--- config.mk ---
export PLATFORM = sky130hd
export DESIGN_NAME = beamscaler_readout
export DESIGN_NICKNAME = d
export VERILOG_FILES = /design/src/rtl/beamscaler_pkg.sv /design/src/rtl/readout_fifo.sv /design/src/rtl/beamscaler_readout.sv
export SDC_FILE = /design/constraint.sdc
export NUM_CORES = 1
export LEC_CHECK = 0
export CAP_MARGIN = 20
export CORE_MARGIN = 10
export CORE_UTILIZATION = 44
export DETAILED_ROUTE_END_ITERATION = 8
export PLACE_DENSITY = 0.64
export SETUP_SLACK_MARGIN = 0.1
export SYNTH_ARGS = -nofsm -noshare
export SYNTH_HDL_FRONTEND = slang
export SYNTH_HIERARCHICAL = 1
export SYNTH_SLANG_ARGS = --single-unit
--- constraint.sdc ---
create_clock -name wb_clk_i -period 3.7 [get_ports wb_clk_i]
set_input_delay 0.74 -clock wb_clk_i [delete_from_list [all_inputs] [get_ports wb_clk_i]]
set_output_delay 0.74 -clock wb_clk_i [all_outputs]
set_load 0.005 [all_outputs]
--- src/rtl/beamscaler_pkg.sv ---
`default_nettype none
// ============================================================================
// Module      : beamscaler_pkg
// Description : Shared types and constants for the beam scaler readout path.
//               Holds the readout FSM state type and the frame header magic
//               byte.
// Revision    : 1.0 - initial release
// ============================================================================
package beamscaler_pkg;

  typedef enum logic [2:0] {
    IDLE   = 3'd0,
    WAIT   = 3'd1,
    HEADER = 3'd2,
    READ   = 3'd3,
    DRAIN  = 3'd4
  } readout_state_t;

  localparam logic [7:0] SCALER_HDR_MAGIC = 8'hBE;

endpackage
`default_nettype wire

--- src/rtl/readout_fifo.sv ---
`default_nettype none
// ============================================================================
// Module      : readout_fifo
// Description : Show-ahead synchronous FIFO with an occupancy count output.
//               Push and pop may occur in the same cycle, including when the
//               FIFO is full. pop_data always shows the head entry.
// Ports       : clk, rst (async, active-high)
//               push/push_data  - write side
//               pop/pop_data    - read side (head entry, valid when !empty)
//               empty, full, count - status
// Revision    : 1.0 - initial release
// ============================================================================
module readout_fifo #(
  parameter int DEPTH = 4,
  parameter int WIDTH = 33
) (
  input  logic                      clk,
  input  logic                      rst,
  input  logic                      push,
  input  logic [WIDTH-1:0]          push_data,
  input  logic                      pop,
  output logic [WIDTH-1:0]          pop_data,
  output logic                      empty,
  output logic                      full,
  output logic [$clog2(DEPTH):0]    count
);

  localparam int AW = $clog2(DEPTH);
  localparam int CW = AW + 1;

  logic [WIDTH-1:0] mem [DEPTH];
  logic [AW-1:0]    wr_ptr;
  logic [AW-1:0]    rd_ptr;
  logic             do_push;
  logic             do_pop;

  assign empty    = (count == '0);
  assign full     = (count == CW'(DEPTH));
  assign do_pop   = pop && !empty;
  // A full FIFO still accepts a write when the head leaves in the same cycle.
  assign do_push  = push && (!full || do_pop);
  assign pop_data = mem[rd_ptr];

  always_ff @(posedge clk) begin
    if (do_push) begin
      mem[wr_ptr] <= push_data;
    end
  end

  always_ff @(posedge clk or posedge rst) begin
    if (rst) begin
      wr_ptr <= '0;
      rd_ptr <= '0;
      count  <= '0;
    end else begin
      if (do_push) wr_ptr <= wr_ptr + 1'b1;
      if (do_pop)  rd_ptr <= rd_ptr + 1'b1;
      case ({do_push, do_pop})
        2'b10:   count <= count + 1'b1;
        2'b01:   count <= count - 1'b1;
        default: count <= count;
      endcase
    end
  end

endmodule
`default_nettype wire

--- src/rtl/beamscaler_readout.sv ---
`default_nettype none
// ============================================================================
// Module      : beamscaler_readout
// Description : On each scaler update-done pulse, reads NWORDS words from the
//               scaler RAM read bank and streams a header plus the data words
//               on a 32-bit valid/ready interface. Done pulses arriving while
//               a frame is in progress are counted and flagged in the next
//               header.
// Ports       : wb_clk_i, wb_rst_i (async, active-high)
//               done_i, write_bank_i              - scaler block status
//               scal_rd_o, scal_adr_o, scal_dat_i - scaler RAM read port
//               m_tdata_o, m_tvalid_o, m_tready_i, m_tlast_o - output stream
//               busy_o, overrun_cnt_o             - status
// Revision    : 1.0 - initial release
// ============================================================================
module beamscaler_readout
  import beamscaler_pkg::*;
#(
  parameter int NWORDS      = 96,
  parameter int START_DELAY = 2,
  parameter int FIFO_DEPTH  = 4,
  parameter int RD_LATENCY  = 2
) (
  input  logic        wb_clk_i,
  input  logic        wb_rst_i,
  input  logic        done_i,
  input  logic        write_bank_i,
  output logic        scal_rd_o,
  output logic [7:0]  scal_adr_o,
  input  logic [31:0] scal_dat_i,
  output logic [31:0] m_tdata_o,
  output logic        m_tvalid_o,
  input  logic        m_tready_i,
  output logic        m_tlast_o,
  output logic        busy_o,
  output logic [15:0] overrun_cnt_o
);

  localparam int         CW        = $clog2(FIFO_DEPTH) + 1;
  localparam int         IW        = CW + 1;
  localparam logic [8:0] LAST_ADDR = 9'(NWORDS - 1);

  readout_state_t state, state_nxt;

  logic [7:0]            delay_cnt;
  logic                  bank;
  logic                  ovr_sticky;
  logic [15:0]           seq;
  logic [8:0]            addr;
  logic                  rd_last;
  logic [RD_LATENCY-1:0] vld_pipe;
  logic [RD_LATENCY-1:0] tag_pipe;
  logic [IW-1:0]         inflight;
  logic                  credit_ok;
  logic                  hdr_push;
  logic                  rd_issue;
  logic [31:0]           header;

  logic                  fifo_push;
  logic                  fifo_pop;
  logic [32:0]           fifo_din;
  logic [32:0]           fifo_dout;
  logic                  fifo_empty;
  logic                  fifo_full;
  logic [CW-1:0]         fifo_count;

  // The read currently on the RAM port is not yet in the valid pipe, so it is
  // counted here too; otherwise one extra word could land in a full FIFO.
  always_comb begin
    inflight = {{CW{1'b0}}, scal_rd_o};
    for (int i = 0; i < RD_LATENCY; i++) begin
      inflight = inflight + {{CW{1'b0}}, vld_pipe[i]};
    end
  end

  assign credit_ok = (({1'b0, fifo_count} + inflight) < IW'(FIFO_DEPTH));
  assign header    = {SCALER_HDR_MAGIC, 6'b0, ovr_sticky, bank, seq};

  // ---------------- FSM: state register ----------------
  always_ff @(posedge wb_clk_i or posedge wb_rst_i) begin
    if (wb_rst_i) state <= IDLE;
    else          state <= state_nxt;
  end

  // ---------------- FSM: next state ----------------
  always_comb begin
    state_nxt = state;
    case (state)
      IDLE:    if (done_i)                            state_nxt = WAIT;
      WAIT:    if (delay_cnt == 8'd0)                 state_nxt = HEADER;
      HEADER:  if (!fifo_full)                        state_nxt = READ;
      READ:    if (credit_ok && (addr == LAST_ADDR))  state_nxt = DRAIN;
      DRAIN:   if (inflight == '0)                    state_nxt = IDLE;
      default:                                        state_nxt = IDLE;
    endcase
  end

  // ---------------- FSM: outputs ----------------
  always_comb begin
    busy_o   = (state != IDLE);
    hdr_push = 1'b0;
    rd_issue = 1'b0;
    case (state)
      HEADER:  hdr_push = !fifo_full;
      READ:    rd_issue = credit_ok;
      default: ;
    endcase
  end

  // ---------------- datapath ----------------
  always_ff @(posedge wb_clk_i or posedge wb_rst_i) begin
    if (wb_rst_i) begin
      delay_cnt     <= '0;
      bank          <= 1'b0;
      ovr_sticky    <= 1'b0;
      seq           <= '0;
      addr          <= '0;
      scal_rd_o     <= 1'b0;
      scal_adr_o    <= '0;
      rd_last       <= 1'b0;
      vld_pipe      <= '0;
      tag_pipe      <= '0;
      overrun_cnt_o <= '0;
    end else begin
      if ((state == IDLE) && done_i) begin
        delay_cnt <= 8'(START_DELAY - 1);
      end else if ((state == WAIT) && (delay_cnt != 8'd0)) begin
        delay_cnt <= delay_cnt - 8'd1;
      end

      if ((state == WAIT) && (delay_cnt == 8'd0)) begin
        bank <= ~write_bank_i;
      end

      if (hdr_push) begin
        addr <= '0;
      end else if (rd_issue) begin
        addr <= addr + 9'd1;
      end

      scal_rd_o <= rd_issue;
      rd_last   <= rd_issue && (addr == LAST_ADDR);
      if (rd_issue) begin
        scal_adr_o <= addr[7:0];
      end

      vld_pipe[0] <= scal_rd_o;
      tag_pipe[0] <= rd_last;
      for (int i = 1; i < RD_LATENCY; i++) begin
        vld_pipe[i] <= vld_pipe[i-1];
        tag_pipe[i] <= tag_pipe[i-1];
      end

      if ((state == DRAIN) && (inflight == '0)) begin
        seq <= seq + 16'd1;
      end

      // A done pulse coinciding with the header push is not in that header,
      // so the set must win over the clear.
      if (hdr_push) ovr_sticky <= 1'b0;
      if (done_i && busy_o) begin
        ovr_sticky <= 1'b1;
        if (overrun_cnt_o != 16'hFFFF) begin
          overrun_cnt_o <= overrun_cnt_o + 16'd1;
        end
      end
    end
  end

  // The header and RAM data never collide: DRAIN empties the read pipe
  // before the next HEADER state can be reached.
  assign fifo_push = hdr_push | vld_pipe[RD_LATENCY-1];
  assign fifo_din  = hdr_push ? {1'b0, header}
                              : {tag_pipe[RD_LATENCY-1], scal_dat_i};
  assign fifo_pop  = m_tready_i;

  readout_fifo #(
    .DEPTH (FIFO_DEPTH),
    .WIDTH (33)
  ) u_fifo (
    .clk       (wb_clk_i),
    .rst       (wb_rst_i),
    .push      (fifo_push),
    .push_data (fifo_din),
    .pop       (fifo_pop),
    .pop_data  (fifo_dout),
    .empty     (fifo_empty),
    .full      (fifo_full),
    .count     (fifo_count)
  );

  assign m_tvalid_o = !fifo_empty;
  assign m_tdata_o  = fifo_dout[31:0];
  assign m_tlast_o  = !fifo_empty && fifo_dout[32];

endmodule
`default_nettype wire

==> results.py, run 1 <==
metrics = {
    "pwr": {
        "p_switching_w": 0.002430,
        "clockPowerShare_pct": 25.2,
        "combPwrFrac_pct": 31.8,
        "max-vdd-ir-drop_mv": 0.4062,
        "pwr-share-seq_pct": 43.0,
        "power_density_nw_per_um2": 761.0,
        "p_int_w": 0.005719,
        "power.leakage_nw": 4.093,
        "swShare_pct": 29.82,
    },
    "clocking": {
        "numClockSinks": 207,
        "clkTransAtPathRegs_ns": 0.06,
        "cts_tree": "done",
        "cts-hold-fix-buffers": 0,
        "root_buffer": "clkbuf_16",
        "cts_resized": 0,
        "htreeDepth": 1,
        "cts_buffer_depth": 3,
        "clock_latency_ns": 0.49,
        "cts-buffers-inserted": 22,
        "cts_setup_buffers": 0,
    },
    "die": {
        "dieHeight_um": 160.5,
        "io_pins": 97,
        "start_util_pct": 44.64,
        "die_w_um": 160.5,
        "coreArea_um2": 19460,
        "dieArea_um2": 25760,
        "row_count": 51,
    },
    "flow_run": {
        "maxCapViolCount": 0,
    },
    "finish": {
        "finalNetCount": 751,
        "diodes": 0,
        "fillers": 1587,
        "syn_to_final_growth_pct": 23.26,
        "multiInputGateArea_um2": 2685,
        "regArea_um2": 5842,
        "final_layout_size_suffix_gt1_share_pct": 13.15,
    },
    "sta": {
        "rsz0062_at_grt": "false",
        "period_share_pct": 88.18,
        "relSlewSlack_pct": 35.97,
        "fin_skew_ns": 0.01568,
        "setup_violations": 0,
        "tns_ns": 0,
        "hold_viol": 0,
        "layout_setup_ws_ns": 0.4372,
        "slew_viol_final": 0,
        "fmax_ghz": 0.3065,
        "worstMarginPinSlew_ns": 0.9575,
        "fin_crit_ns": 3.263,
    },
    "setup_path": {
        "cp_data_required_time_ns": 2.96,
        "worstReg2RegStart": "scal_rd_o",
        "cp_max_fo": 21,
        "startpoint": "u_fifo/rd_ptr[0]",
        "cp-end-kind": "output pin",
        "arrival_ns": 2.52,
        "cp-start-kind": "register",
        "worstSetupPathType": "register to output pin",
    },
    "placed_design": {
        "io_buffers": 96,
        "dpl_worst_slack_ns": 0.8785,
        "place_hpwl_mm": 13.05,
        "place.gp.congestion": 0.8082,
    },
    "drt": {
        "first_iter_violations": 294,
        "postRouteAntennaNets": 0,
        "drtPass1Iterations": 4,
        "wire_per_inst_um": 18.99,
        "viasPerCell": 5.277,
        "vias": 5171,
        "drc": 0,
        "routed_wl_mm": 18.61,
    },
    "synthesis": {
        "synth_top_area_share_pct": 45.63,
        "synth-main-ff-cell": "edfxtp_1",
        "synth.most_common_cell": "edfxtp_1",
        "yosys.area.top_type": "edfxtp_1",
        "synth_common_cells": "132 x edfxtp_1, 91 x nand2_1, 75 x dfrtp_1",
        "synth_nets": 635,
        "yosysSeqAreaShare_pct": 67.23,
        "synthArstFlopShare_pct": 36.23,
        "syn_inst": 585,
        "synth-edff-count": 132,
        "synth.distinct_cells": 56,
        "ys_ff_latch": 207,
        "yosys-top-cells-area": "edfxtp_1 46%, dfrtp_1 22%, mux4_2 8.6%, nand2_1 3.9%, xnor2_1 2.0%",
        "avgSynthCellArea_um2": 14.85,
        "syn_area_um2": 8687,
        "yosysWarningCount": 6,
    },
    "grt": {
        "grt_use_met1_pct": 18.50,
        "antenna_found_initial": 0,
        "grt_pass1_wl_mm": 29.95,
        "first_global_vias": 5459,
        "top_usage_layer": "met2",
        "grt.total_usage_pct": 14.24,
        "gr-usage-met3_pct": 3.579,
        "overflow": 0,
        "grt_util_met2_pct": 23.46,
        "grt_max_degree": 43,
    },
    "hold_path": {
        "hp-class": "register to register",
        "holdCritStartpoint": "rd_last",
    },
    "run_status": {
        "status": "complete, no violations",
    },
}
## worst paths after layout
check,to,slack (ns),depth (start not counted)
setup reg to reg,state[0],1.01,6
setup / recovery,m_tdata_o[14],0.44,3
hold / removal,tag_pipe[0],0.36,0
hold reg to reg,tag_pipe[0],0.36,0
max in group asynchronous,delay_cnt[4],2.17,3
min in group asynchronous,u_fifo/wr_ptr[0],0.54,2
## layout by cell type, fill, tap and decap left out, types with 19 or more instances in the layout
| cell type | count |
|---|---|
| clkdlybuf4s50_1 | 96 |
| nor2_1 | 20 |
| xnor2_1 | 20 |
| edfxtp_1 | 132 |
| dfrtp_1 | 74 |
| mux4_2 | 33 |
| xor2_1 | 20 |
| nand2_1 | 91 |
| inv_1 | 19 |
| clkbuf_16 | 22 |
## through the flow
step	hold slack [ns]	total power (W)	area, um^2	util, %	instances
4_1_cts	0.3620	0.008275	10710	55.02	980
2_1_floorplan	0.3312	0.004914	8687	-	585
5_1_grt	0.3680	0.008631	10710	55.02	980
3_3_place_gp	0.3369	0.006080	10020	51.50	942
6_report	0.3623	0.008149	10710	55.02	980
3_5_place_dp	0.3492	0.006188	10020	51.50	942
## layout make-up
cell class                 instances  share of cell area, %
multi-input combinational        338                  25.08
clock buffer                      26                  5.282
tap                              265                  3.097
inverter                          21                 0.7362
clock inverter                    12                  1.110
sequential                       207                  54.56
timing repair buffer             111                  10.14
## cell families after synthesis
| logic type | Yosys count | share of synthesized area [%] |
|---|---|---|
| xor+xnor | 40 | 4.033 |
| buf+inv | 40 | 1.930 |
| compound gates | 35 | 2.938 |
| fa+ha+maj | 13 | 2.045 |
| mux | 41 | 9.564 |
| flops | 207 | 67.23 |
| simple gates | 209 | 12.26 |
## critical path, cell delays in order, from the launching register on
cell and delay [ns]:
dfrtp_2 0.72, buf_12 0.28, mux4_2 0.56, clkdlybuf4s50_1 0.47
## routing by layer
metal	vias to the layer above	wire [um]
met5	-	0
met4	0	300
met3	27	1265
met2	148	8936
met1	2603	8111
li1	2393	-
## sequential cells by signal, summed over array words and instances, names as in the netlist, 2 cells and up
signal         count
addr               9
delay_cnt          8
overrun_cnt_o     16
scal_adr_o         8
seq               16
state              3
tag_pipe           2
u_fifo/count       3
u_fifo/mem       132
u_fifo/rd_ptr      2
u_fifo/wr_ptr      2
vld_pipe           2
## power groups by stage
stage	sequential, W	combinational (W)	clock (W)
2_1_floorplan	0.00337	0.00155	0
5_1_grt	0.00357	0.00284	0.00223
3_5_place_dp	0.00355	0.00263	0
4_1_cts	0.00352	0.00265	0.00211
3_3_place_gp	0.00353	0.00255	0
6_report	0.00351	0.00259	0.00206
No activity file was read; power rests on OpenSTA's default activity.
==> run 2: changes to the inputs <==
Clock period 3.7 ns to 3.37 ns, I/O delays scaled along.
==> run 2 against run 1 <==
  * Sequential share of layout area rose by 0.056 points
  * Routed wire length is 3.9% lower
  * Register-to-register slack worse by 0.26 ns
  * Clock skew is 0.0015 ns lower
  * Total power rose by 9.9%
  * Hold slack worse by 0.0082 ns
  * Clock-buffer cell count rose by 2
==> results.py, run 2 (synthesis gave the netlist of run 1 again) <==
metrics = {
    "drt": {
        "vias": 5035,
        "routed_wl_mm": 17.88,
        "wire_per_inst_um": 18.24,
        "viasPerCell": 5.138,
        "drtPass1Iterations": 4,
        "first_iter_violations": 238,
        "postRouteAntennaNets": 0,
        "drc": 0,
    },
    "sta": {
        "period_share_pct": 90.61,
        "tns_ns": 0,
        "worstMarginPinSlew_ns": 0.9073,
        "fmax_ghz": 0.3275,
        "fin_crit_ns": 3.054,
        "rsz0062_at_grt": "false",
        "setup_violations": 0,
        "hold_viol": 0,
        "fin_skew_ns": 0.01420,
        "relSlewSlack_pct": 39.33,
        "slew_viol_final": 0,
    },
    "finish": {
        "layout_common_cells": "132 x edfxtp_1, 96 x clkdlybuf4s50_1, 91 x nand2_1",
        "layout.cells.non_filler": 980,
        "top_register": "u_fifo/mem",
        "diodes": 0,
        "largest_reg_flops": 132,
        "layout_commonest_cell": "edfxtp_1",
        "top_regs": "u_fifo/mem (132), overrun_cnt_o (16), seq (16)",
        "syn_to_final_growth_pct": 23.19,
        "finalNetCount": 749,
        "final_layout_size_suffix_gt1_share_pct": 13.01,
    },
    "clocking": {
        "cts_tree": "done",
        "htreeDepth": 1,
        "cts-buffers-inserted": 22,
        "clkTransAtPathRegs_ns": 0.06,
        "numClockSinks": 207,
        "cts_buffer_depth": 3,
        "root_buffer": "clkbuf_16",
        "clock_latency_ns": 0.50,
    },
    "pwr": {
        "clockPowerShare_pct": 26.1,
        "swShare_pct": 29.50,
        "p_int_w": 0.006312,
        "power.leakage_nw": 4.079,
        "power_density_nw_per_um2": 836.6,
        "p_switching_w": 0.002641,
        "combPwrFrac_pct": 31.5,
        "max-vdd-ir-drop_mv": 0.5398,
        "pwr-share-seq_pct": 42.4,
    },
    "hold_path": {
        "holdCritStartpoint": "tag_pipe[0]",
        "holdPathEnd": "tag_pipe[1]",
        "hp-class": "register to register",
        "min_path_cells": 0,
    },
    "setup_path": {
        "cp_max_fo": 13,
        "cp_slowest_cell": "dfrtp_4",
        "arrival_ns": 2.38,
        "worstSetupPathType": "register to output pin",
        "ff2ff_setup_slack_ns": 0.75,
        "cp-start-kind": "register",
        "worstReg2RegStart": "scal_rd_o",
        "slowest_delay_ns": 0.57,
        "cp-end-kind": "output pin",
        "cp_data_required_time_ns": 2.70,
        "r2r-end": "state[0]",
        "worst_r2r_path_depth": 6,
        "cp_cell_sequence": "buf_4, mux4_2, clkdlybuf4s50_1",
    },
    "die": {
        "coreArea_um2": 19460,
        "dieHeight_um": 160.5,
        "row_count": 51,
        "start_util_pct": 44.64,
        "die_w_um": 160.5,
        "io_pins": 97,
        "dieArea_um2": 25760,
    },
    "placed_design": {
        "place_inst": 940,
        "place_hpwl_mm": 12.06,
        "place.gp.congestion": 0.8244,
        "io_buffers": 96,
    },
    "grt": {
        "first_global_vias": 5360,
        "overflow": 0,
        "grt_pass1_wl_mm": 28.89,
        "grt.total_usage_pct": 13.64,
        "antenna_found_initial": 0,
        "grt_max_degree": 41,
    },
    "run_status": {
        "status": "complete, no violations",
    },
    "flow_run": {
        "maxCapViolCount": 0,
    },
}
==> run 2: critical path: cells and delay by family, from the launching register on <==
family	cells	cell delay, ns
buffers and inverters	2	0.79
flip-flops	1	0.57
multiplexers	1	0.53
==> run 2: per-stage QoR <==
stage	worst slack (ns)	area (um^2)	total power (W)	utilization (%)	hold slack [ns]
CTS	0.1789	10700	0.009100	54.97	0.3544
finish	0.3164	10700	0.008953	54.99	0.3542
global placement	0.7139	9996	0.006620	51.36	0.3355
global route	0.1837	10700	0.009488	54.99	0.3663
detailed placement	0.6977	9996	0.006727	51.36	0.3402
floorplan	0.7196	8687	0.005395	-	0.3312
==> run 2: what timing repair did <==
action                     in CTS  in global routing
hold buffers                    0                  0
setup endpoints to repair       0                  3
buffers inserted                0                  0
hold endpoints to repair        0                  0
resized for setup               0                  1
==> run 2: power groups by stage <==
| stage | clock network, W | registers [W] | logic (W) |
|---|---|---|---|
| 2_1_floorplan | 0 | 0.00370 | 0.00170 |
| 5_1_grt | 0.00251 | 0.00387 | 0.00311 |
| 4_1_cts | 0.00240 | 0.00380 | 0.00290 |
| 6_report | 0.00234 | 0.00380 | 0.00282 |
| 3_5_place_dp | 0 | 0.00385 | 0.00288 |
| 3_3_place_gp | 0 | 0.00381 | 0.00281 |
==> run 2: worst max path at each step <==
| stage | startpoint | endpoint | slack (ns) |
|---|---|---|---|
| 6_report | u_fifo/rd_ptr[0] | m_tdata_o[27] | 0.32 |
| 3_3_place_gp | u_fifo/rd_ptr[0] | m_tdata_o[18] | 0.71 |
| 2_1_floorplan | u_fifo/count[2] | u_fifo/count[2] | 0.72 |
| 4_1_cts | u_fifo/rd_ptr[0] | m_tdata_o[19] | 0.18 |
| 3_5_place_dp | u_fifo/rd_ptr[0] | m_tdata_o[19] | 0.70 |
| 5_1_grt | u_fifo/rd_ptr[0] | m_tdata_o[19] | 0.18 |
==> run 2: area by class of cell <==
type	count	area (um^2)
well taps	265	331.6
fillers	1602	8761
repair buffers	109	1059
inverters	21	78.83
flip-flops and latches	207	5844
clock buffers	28	594.3
clock inverters	12	108.9
multi-input cells	338	2685
==> run 2: metal layers <==
metal / wire length (um) / global-route usage (%) / share of wire (%) / vias to the layer above
li1: - / - / - / 2386
met1: 7705 / 17.45 / 43 / 2498
met2: 8809 / 22.74 / 49 / 127
met3: 1083 / 3.298 / 6.1 / 24
met4: 280 / 3.589 / 1.6 / 0
met5: 0 / 0 / 0 / -
